## config.mk

```make
export PLATFORM = sky130hd
export DESIGN_NAME = audio_adc_rx
export DESIGN_NICKNAME = d
export VERILOG_FILES = /design/src/rtl/audio_pkg.sv /design/src/rtl/audio_adc_rx_bit_sync.sv /design/src/rtl/audio_adc_rx.sv
export SDC_FILE = /design/constraint.sdc
export NUM_CORES = 1
export LEC_CHECK = 0
export BUFFER_PORTS_ARGS = -buffer_cell sky130_fd_sc_hd__buf_2
export CAP_MARGIN = 20
export CORE_MARGIN = 3
export CORE_UTILIZATION = 35
export DETAILED_ROUTE_END_ITERATION = 8
export SYNTH_ARGS = -nofsm -noshare
export SYNTH_HDL_FRONTEND = slang
export SYNTH_SLANG_ARGS = --single-unit
```

## constraint.sdc

```tcl
create_clock -name clk_50 -period 3.6 [get_ports clk_50]
set_input_delay 0.36 -clock clk_50 [delete_from_list [all_inputs] [get_ports clk_50]]
set_output_delay 0.36 -clock clk_50 [all_outputs]
set_load 0.01 [all_outputs]
```

## src/rtl/audio_pkg.sv

```systemverilog
// Shared constants and types for the WM8731 ADC capture path.
package audio_pkg;

  localparam int DATA_W_DEF = 16;
  localparam logic LRCK_LEFT = 1'b0;

  typedef enum logic [1:0] {IDLE, SKIP, SHIFT, HOLD} rx_state_e;

  function automatic int cnt_w(input int data_w);
    return $clog2(data_w + 1);
  endfunction

  localparam int CNT_W_DEF = cnt_w(DATA_W_DEF);

endpackage

```

## src/rtl/audio_adc_rx_bit_sync.sv

```systemverilog
// Two-flop synchroniser for a slow codec pin, plus one delay stage
// so that rising and any-edge events can be produced in the clk_50 domain.
module bit_sync (
  input  logic clk_50,
  input  logic rst_n,
  input  logic d_i,
  output logic q_o,
  output logic rise_o,
  output logic edge_o
);

  logic ff1_q, ff2_q, dly_q;

  always_ff @(posedge clk_50 or negedge rst_n) begin
    if (!rst_n) begin
      ff1_q <= 1'b0;
      ff2_q <= 1'b0;
      dly_q <= 1'b0;
    end else begin
      ff1_q <= d_i;
      ff2_q <= ff1_q;
      dly_q <= ff2_q;
    end
  end

  assign q_o    = ff2_q;
  assign rise_o = ff2_q & ~dly_q;
  assign edge_o = ff2_q ^ dly_q;

endmodule

```

## src/rtl/audio_adc_rx.sv

```systemverilog
// WM8731 ADC capture: deserialises AUD_ADCDAT into left/right PCM pairs
// (I2S or left-justified) and hands them out over valid/ready.
module audio_adc_rx
  import audio_pkg::*;
#(
  parameter int DATA_W   = DATA_W_DEF,
  parameter bit I2S_MODE = 1'b1
) (
  input  logic              clk_50,
  input  logic              reset,
  input  logic              aud_bclk,
  input  logic              aud_adclrck,
  input  logic              aud_adcdat,
  output logic [DATA_W-1:0] out_left,
  output logic [DATA_W-1:0] out_right,
  output logic              out_valid,
  input  logic              out_ready,
  output logic              overrun,
  output logic              frame_err
);

  localparam int CW = cnt_w(DATA_W);
  localparam logic [CW-1:0] LAST_BIT = CW'(DATA_W - 1);

  logic rst_meta_q, rst_sync_q;

  always_ff @(posedge clk_50 or negedge reset) begin
    if (!reset) begin
      rst_meta_q <= 1'b0;
      rst_sync_q <= 1'b0;
    end else begin
      rst_meta_q <= 1'b1;
      rst_sync_q <= rst_meta_q;
    end
  end

  logic bclk_s, bclk_rise, bclk_edge_unused;
  logic lrck_s, lrck_rise_unused, lrck_edge_unused;
  logic dat_ff1_q, dat_s;

  bit_sync u_bclk_sync (
    .clk_50 (clk_50),
    .rst_n  (rst_sync_q),
    .d_i    (aud_bclk),
    .q_o    (bclk_s),
    .rise_o (bclk_rise),
    .edge_o (bclk_edge_unused)
  );

  bit_sync u_lrck_sync (
    .clk_50 (clk_50),
    .rst_n  (rst_sync_q),
    .d_i    (aud_adclrck),
    .q_o    (lrck_s),
    .rise_o (lrck_rise_unused),
    .edge_o (lrck_edge_unused)
  );

  always_ff @(posedge clk_50 or negedge rst_sync_q) begin
    if (!rst_sync_q) begin
      dat_ff1_q <= 1'b0;
      dat_s     <= 1'b0;
    end else begin
      dat_ff1_q <= aud_adcdat;
      dat_s     <= dat_ff1_q;
    end
  end

  rx_state_e         state_q;
  logic [CW-1:0]     cnt_q;
  logic [DATA_W-1:0] shift_q, left_word_q, out_left_q, out_right_q;
  logic              slot_lr_q, lrck_bit_q, left_ok_q;
  logic              valid_q, overrun_q, ferr_q;
  logic [DATA_W-1:0] word_in;
  logic              lrck_chg, slot_start;

  // LRCK is judged only against its level at the previous BCLK rise.
  assign lrck_chg   = bclk_s & bclk_rise & (lrck_s ^ lrck_bit_q);
  assign slot_start = lrck_chg & ((state_q != IDLE) | (lrck_s == LRCK_LEFT));
  assign word_in    = {shift_q[DATA_W-2:0], dat_s};

  always_ff @(posedge clk_50 or negedge rst_sync_q) begin
    if (!rst_sync_q) begin
      state_q     <= IDLE;
      cnt_q       <= '0;
      shift_q     <= '0;
      slot_lr_q   <= LRCK_LEFT;
      lrck_bit_q  <= 1'b0;
      left_ok_q   <= 1'b0;
      left_word_q <= '0;
      out_left_q  <= '0;
      out_right_q <= '0;
      valid_q     <= 1'b0;
      overrun_q   <= 1'b0;
      ferr_q      <= 1'b0;
    end else begin
      overrun_q <= 1'b0;
      ferr_q    <= 1'b0;
      if (valid_q && out_ready) valid_q <= 1'b0;
      if (bclk_rise) lrck_bit_q <= lrck_s;

      if (slot_start) begin
        ferr_q    <= (state_q == SHIFT);
        slot_lr_q <= lrck_s;
        if ((state_q == SHIFT) || (lrck_s == LRCK_LEFT)) left_ok_q <= 1'b0;
        // The edge BCLK is the I2S delay bit, but the MSB in left-justified mode.
        shift_q   <= I2S_MODE ? '0 : {{(DATA_W-1){1'b0}}, dat_s};
        cnt_q     <= I2S_MODE ? '0 : CW'(1);
        state_q   <= I2S_MODE ? SKIP : SHIFT;
      end else begin
        case (state_q)
          SKIP: state_q <= SHIFT;
          SHIFT: begin
            if (bclk_rise) begin
              shift_q <= word_in;
              cnt_q   <= cnt_q + CW'(1);
              if (cnt_q == LAST_BIT) begin
                state_q <= HOLD;
                if (slot_lr_q == LRCK_LEFT) begin
                  left_word_q <= word_in;
                  left_ok_q   <= 1'b1;
                end else if (left_ok_q) begin
                  left_ok_q   <= 1'b0;
                  out_left_q  <= left_word_q;
                  out_right_q <= word_in;
                  valid_q     <= 1'b1;
                  overrun_q   <= valid_q & ~out_ready;
                end
              end
            end
          end
          default: ;
        endcase
      end
    end
  end

  assign out_left  = out_left_q;
  assign out_right = out_right_q;
  assign out_valid = valid_q;
  assign overrun   = overrun_q;
  assign frame_err = ferr_q;

endmodule

```

==> flow_metrics.py, run 1 <==
metrics = {
    "status": {
        "status": "finished clean",
    },
    "detailed_routing": {
        "drt-met1-wl_um": 2590,
        "viasPerCell": 4.51,
        "antenna_left": 0,
        "first_pass_iters": 4,
        "drt_iter0_markers": 28,
        "wire_per_inst_um": 13.7,
        "highest-signal-layer": "met4",
        "route.detailed.drc": 0,
        "dr_wl_met2_um": 2320,
        "dr_wl_met3_um": 278,
        "num_vias": 1727,
        "wl_um": 5270,
    },
    "critical_path": {
        "arrival_ns": 2.89,
        "ff2ff_path_depth": 6,
        "worst_path_largest_cell_delay_ns": 0.50,
        "cp_num_buf_inv": 2,
        "start_kind": "register",
        "critical-path-top-delay-family": "simple AND/OR/NAND/NOR gates",
        "path_class": "register to register",
        "crit_path_end_kind": "register",
        "cpMostUsedCell": "buf_4",
        "cp-startpoint": "state_q[0]",
        "r2r_slack_ns": 0.94,
        "crit_slowest_cell": "and4bb_1",
        "r2r_end": "out_left[4]",
        "r2r-start": "state_q[0]",
        "worstPathRequired_ns": 3.83,
        "crit_fanout": 18,
        "path_cells": "and4bb_1 -> nor3b_4 -> buf_4 -> nand4_4 -> buf_4 -> mux2_4",
    },
    "power_and_ir_drop": {
        "ir_worst_vdd_uv": 249,
        "net-switching-power_uw": 469,
        "p_leak_uw": 0.00209,
        "clkPwrFrac_pct": 33.3,
        "sequentialPowerShare_pct": 58.9,
        "p_comb_share_pct": 7.8,
        "switching_share_pct": 26.2,
        "intPower_uw": 1320,
        "powerDensity_mw_per_mm2": 466,
    },
    "timing": {
        "fin_crit_sh_pct": 73.9,
        "fin_tns_setup_ns": 0,
        "final_max_slew_viol_count": 0,
        "tightest_slew_ns": 1.03,
        "slew_headroom_pct": 30.9,
        "fmaxAchievable_mhz": 376,
        "post-route-min-period_ns": 2.66,
        "hold_viol_final": 0,
        "setup_viol": 0,
        "clock_skew_ns": 0.00923,
        "rsz0062_at_grt": "false",
    },
    "place": {
        "dp_cells": 365,
        "place_hpwl_um": 3320,
        "numPortBuffers": 40,
        "gp_congestion": 0.723,
    },
    "floorplanning": {
        "core_region_area_mm2": 0.00898,
        "start_util_pct": 37.0,
        "num_io_pins": 41,
        "dieHeight_um": 103,
        "rows": 34,
        "die_w_um": 103,
        "dieArea_mm2": 0.0107,
    },
    "cells_and_area": {
        "final_common_cell": "dfrtp_1",
        "final-instance-count-excl-fill": 383,
        "layout-drive-gt1-share_pct": 44.4,
        "final_cell_mix": "dfrtp_1, buf_2, mux2_4, mux2_2, a22o_1",
        "fin_util_pct": 42.9,
        "syn_to_final_growth_pct": 16.0,
        "finalNetCount": 261,
        "n_antenna_cell": 0,
    },
    "synthesis": {
        "syn_avg_cell_area_um2": 16.2,
        "yosys.cell_types.count": 32,
        "synth-edff-count": 0,
        "ys.warnings.count": 0,
        "syn-cell-area_mm2": 0.00332,
        "ys_seq_elements": 85,
        "synth_ff_type": "dfrtp_1",
        "synth_cells": 205,
        "ys_seq_area_share_pct": 64.1,
        "syn_nets": 214,
        "synthArstFlopShare_pct": 100,
    },
    "min_path": {
        "min_from": "aud_bclk",
        "hold_path_depth": 1,
        "whs_endpoint": "u_bclk_sync.ff1_q",
        "holdCritPathClass": "primary input to register",
    },
    "global_route": {
        "grt_pass1_wl_um": 9000,
        "overflow": 0,
        "first_global_vias": 1745,
        "grt_max_degree": 84,
        "antenna_found_initial": 0,
        "track_usage_pct": 11.1,
    },
    "run": {
        "maxCapViolCount": 0,
    },
    "cts": {
        "clock_latency_ns": 0.35,
        "cts_made_buffers": 9,
        "path_clk_slew_ns": 0.08,
        "post-cts-setup-buffers": 0,
        "cts_root_buf": "clkbuf_8",
        "cts_sinks": 85,
        "tritoncts": "built",
        "clk_path_buf_depth": 2,
        "htree_levels": 3,
        "ctsResizeCount": 0,
    },
}
==> layout make-up <==
type                       instances  area, µm²
sequential                        85       2130
clock buffer                       9        124
multi-input combinational        109       1120
tap                              126        158
timing repair buffer              44        253
inverter                           3       11.3
fill                             831       5120
clock inverter                     7       51.3
==> cell families after synthesis <==
| logic type | synth area share (%) |
|---|---|
| adder cells (fa/ha/maj) | 1.13 |
| AO/OA/AOI/OAI | 5.20 |
| other | 0.113 |
| XOR/XNOR | 0.528 |
| AND/OR/NAND/NOR | 6.03 |
| multiplexers | 20.7 |
| buffers and inverters | 2.26 |
| flip-flops | 64.1 |
==> power groups by stage <==
stage | registers (µW) | clock network, µW | logic (µW)
floorplan | 1070 | 0 | 103
global placement | 1090 | 0 | 121
detailed placement | 1090 | 0 | 123
CTS | 1070 | 624 | 124
global route | 1070 | 659 | 162
finish | 1060 | 598 | 140
==> how the worst max path moves through the flow <==
stage                     slack (ns)  depth (start not counted)           end
after CTS                       0.94                          6   out_left[1]
final                           0.94                          6   out_left[4]
after global placement          1.00                          6  out_right[0]
after global routing            0.72                          6  out_right[5]
after detailed placement        0.96                          6  out_right[6]
after floorplan                 1.06                          0      cnt_q[0]
==> sequential cells by signal, indices dropped and copies added, names as in the netlist, 2 cells and up <==
name and count:
state_q 2, out_left 16, cnt_q 5, left_word_q 16
shift_q 15, out_right 16
==> through the flow <==
stage	power (µW)	instance area [µm²]	setup WS, ns	hold WS [ns]
2_1_floorplan	1170	3320	1.06	0.0644
3_3_place_gp	1210	3640	1.00	0.146
3_5_place_dp	1210	3640	0.961	0.148
4_1_cts	1820	3820	0.940	0.0871
5_1_grt	1890	3850	0.715	0.0836
6_report	1790	3850	0.941	0.111
==> synthesized netlist by cell type (3+ instances only) <==
| cell type | number | area share [%] |
|---|---|---|
| buf_6 | 4 | 1.4 |
| nor2b_1 | 6 | 1.1 |
| dfrtp_1 | 85 | 64 |
| o21ai_0 | 3 | 0.45 |
| a22o_1 | 13 | 3.4 |
| mux2_2 | 21 | 7.1 |
| inv_1 | 3 | 0.34 |
| mux2_4 | 28 | 13 |
| ha_1 | 3 | 1.1 |
| nor2_1 | 7 | 0.79 |
| clkbuf_1 | 3 | 0.34 |
| mux2i_1 | 3 | 0.90 |
| nand2_1 | 5 | 0.57 |
==> layer usage <==
layer	vias up	track usage, %
met5	-	0
met4	0	3.59
met2	37	15.7
li1	824	-
met1	860	15.3
met3	6	5.03
==> repair_timing <==
action | in CTS | in global routing
endpoints found under the setup margin | 0 | 0
hold buffers | 1 | 0
hold endpoints to repair | 2 | 0
Power figures use the tool's default switching activity.
==> inputs of run 2 (changes only) <==
==> constraint.sdc (replaced) <==
create_clock -name clk_50 -period 2.2 [get_ports clk_50]
set_input_delay 0.22 -clock clk_50 [delete_from_list [all_inputs] [get_ports clk_50]]
set_output_delay 0.22 -clock clk_50 [all_outputs]
set_load 0.01 [all_outputs]
==> flow_metrics.py, run 2 (synthesized netlist as in run 1, its figures left out) <==
metrics = {
    "place": {
        "numPortBuffers": 40,
        "place_hpwl_um": 3460,
        "dp_slack_ns": 0.336,
        "dp_cells": 369,
        "gp_congestion": 0.751,
    },
    "timing": {
        "hold_slack_ns": 0.172,
        "final_max_slew_viol_count": 0,
        "fin_tns_setup_ns": 0,
        "post-route-min-period_ns": 1.84,
        "fin_crit_sh_pct": 83.5,
        "fmaxAchievable_mhz": 544,
        "slew_headroom_pct": 56.8,
        "hold_viol_final": 0,
        "tightest_slew_ns": 0.644,
        "rsz0062_at_grt": "false",
        "clock_skew_ns": 0.00950,
        "setup_ws_ns": 0.363,
        "setup_viol": 0,
    },
    "cells_and_area": {
        "n_antenna_cell": 0,
        "layout-drive-gt1-share_pct": 44.5,
        "final_common_cell": "dfrtp_1",
        "final_cell_mix": "dfrtp_1, buf_2, mux2_4, mux2_2, a22o_1",
        "fillers": 818,
        "finalNetCount": 269,
        "seq_area_mm2": 0.00213,
        "multi_input_area_mm2": 0.00112,
        "syn_to_final_growth_pct": 19.6,
        "final-instance-count-excl-fill": 391,
    },
    "cts": {
        "path_clk_slew_ns": 0.09,
        "ctsResizeCount": 0,
        "tritoncts": "built",
        "cts_root_buf": "clkbuf_8",
        "clk_path_buf_depth": 2,
        "post-cts-setup-buffers": 0,
        "cts_made_buffers": 9,
        "htree_levels": 3,
        "cts_sinks": 85,
        "clock_latency_ns": 0.35,
    },
    "floorplanning": {
        "dieArea_mm2": 0.0107,
        "start_util_pct": 37.0,
        "num_io_pins": 41,
        "die_w_um": 103,
        "rows": 34,
        "dieHeight_um": 103,
        "core_region_area_mm2": 0.00898,
    },
    "power_and_ir_drop": {
        "p_leak_uw": 0.00215,
        "ir_worst_vdd_uv": 305,
        "intPower_uw": 2310,
        "switching_share_pct": 25.8,
        "clkPwrFrac_pct": 36.3,
        "sequentialPowerShare_pct": 55.8,
        "p_comb_share_pct": 7.9,
        "powerDensity_mw_per_mm2": 784,
        "net-switching-power_uw": 802,
    },
    "detailed_routing": {
        "route.detailed.drc": 0,
        "wire_per_inst_um": 13.9,
        "num_vias": 1778,
        "wl_um": 5440,
        "first_pass_iters": 4,
        "viasPerCell": 4.55,
        "drt_iter0_markers": 78,
        "antenna_left": 0,
    },
    "critical_path": {
        "cp_num_buf_inv": 0,
        "path_class": "register to register",
        "crit_slowest_cell": "dfrtp_1",
        "worstPathRequired_ns": 2.44,
        "path_cells": "ha_1 -> and3_1 -> ha_1 -> nand3b_4 -> mux2_2",
        "r2r-start": "cnt_q[0]",
        "crit_fanout": 16,
        "cpMostUsedCell": "ha_1",
        "arrival_ns": 2.08,
        "worst_path_largest_cell_delay_ns": 0.42,
        "cp-startpoint": "cnt_q[0]",
        "critical-path-top-delay-family": "adder cells",
        "crit_path_end_kind": "register",
        "start_kind": "register",
    },
    "global_route": {
        "grt_max_degree": 46,
        "grt_pass1_wl_um": 9300,
        "grt_util_met2_pct": 17.4,
        "use_met3_pct": 3.82,
        "overflow": 0,
        "grt_util_met1_pct": 15.0,
        "track_usage_pct": 11.4,
        "grt-busiest-layer": "met2",
        "first_global_vias": 1846,
        "antenna_found_initial": 0,
    },
    "run": {
        "maxCapViolCount": 0,
    },
    "status": {
        "status": "finished clean",
    },
    "min_path": {
        "holdCritPathClass": "primary input to async pin",
    },
}
==> run 2: power by group through the flow <==
| stage | Clock [µW] | Combinational [µW] | Sequential, µW |
|---|---|---|---|
| 2_1_floorplan | 0 | 168 | 1750 |
| 3_3_place_gp | 0 | 232 | 1760 |
| 3_5_place_dp | 0 | 237 | 1770 |
| 4_1_cts | 1180 | 244 | 1740 |
| 5_1_grt | 1250 | 276 | 1750 |
| 6_report | 1130 | 246 | 1730 |
==> run 2: routing by layer <==
metal	routed length [µm]	vias up
li1	-	838
met1	2700	896
met2	2430	37
met3	234	7
met4	83	0
met5	0	-
==> run 2: timing repair <==
item	in CTS	in global routing
setup endpoints to repair	0	0
endpoints found under the hold margin	6	0
hold buffers	5	0
==> run 2: path summary, 6_finish.rpt <==
path | to | slack [ns] | depth (start not counted)
hold reg to reg | out_right[3] | 0.32 | 0
min in group clk_50 | dat_s | 0.35 | 0
max in group asynchronous | left_word_q[8] | 1.28 | 1
setup / recovery | left_word_q[2] | 0.36 | 5
setup reg to reg | left_word_q[2] | 0.36 | 5
hold / removal | rst_sync_q | 0.17 | 2
==> run 2: final cells by class <==
class / instances / area share, %
sequential: 85 / 53.7
multi-input combinational: 109 / 28.3
timing repair buffer: 52 / 8.57
tap: 126 / 3.97
clock buffer: 9 / 3.12
clock inverter: 7 / 2.08
inverter: 3 / 0.284
==> run 2: metrics by stage <==
stage	total power, µW	util, %	area, µm²
5_1_grt	3280	44.2	3970
4_1_cts	3160	44.1	3960
3_5_place_dp	2000	41.3	3710
2_1_floorplan	1920	-	3320
3_3_place_gp	2000	41.3	3710
6_report	3110	44.2	3970
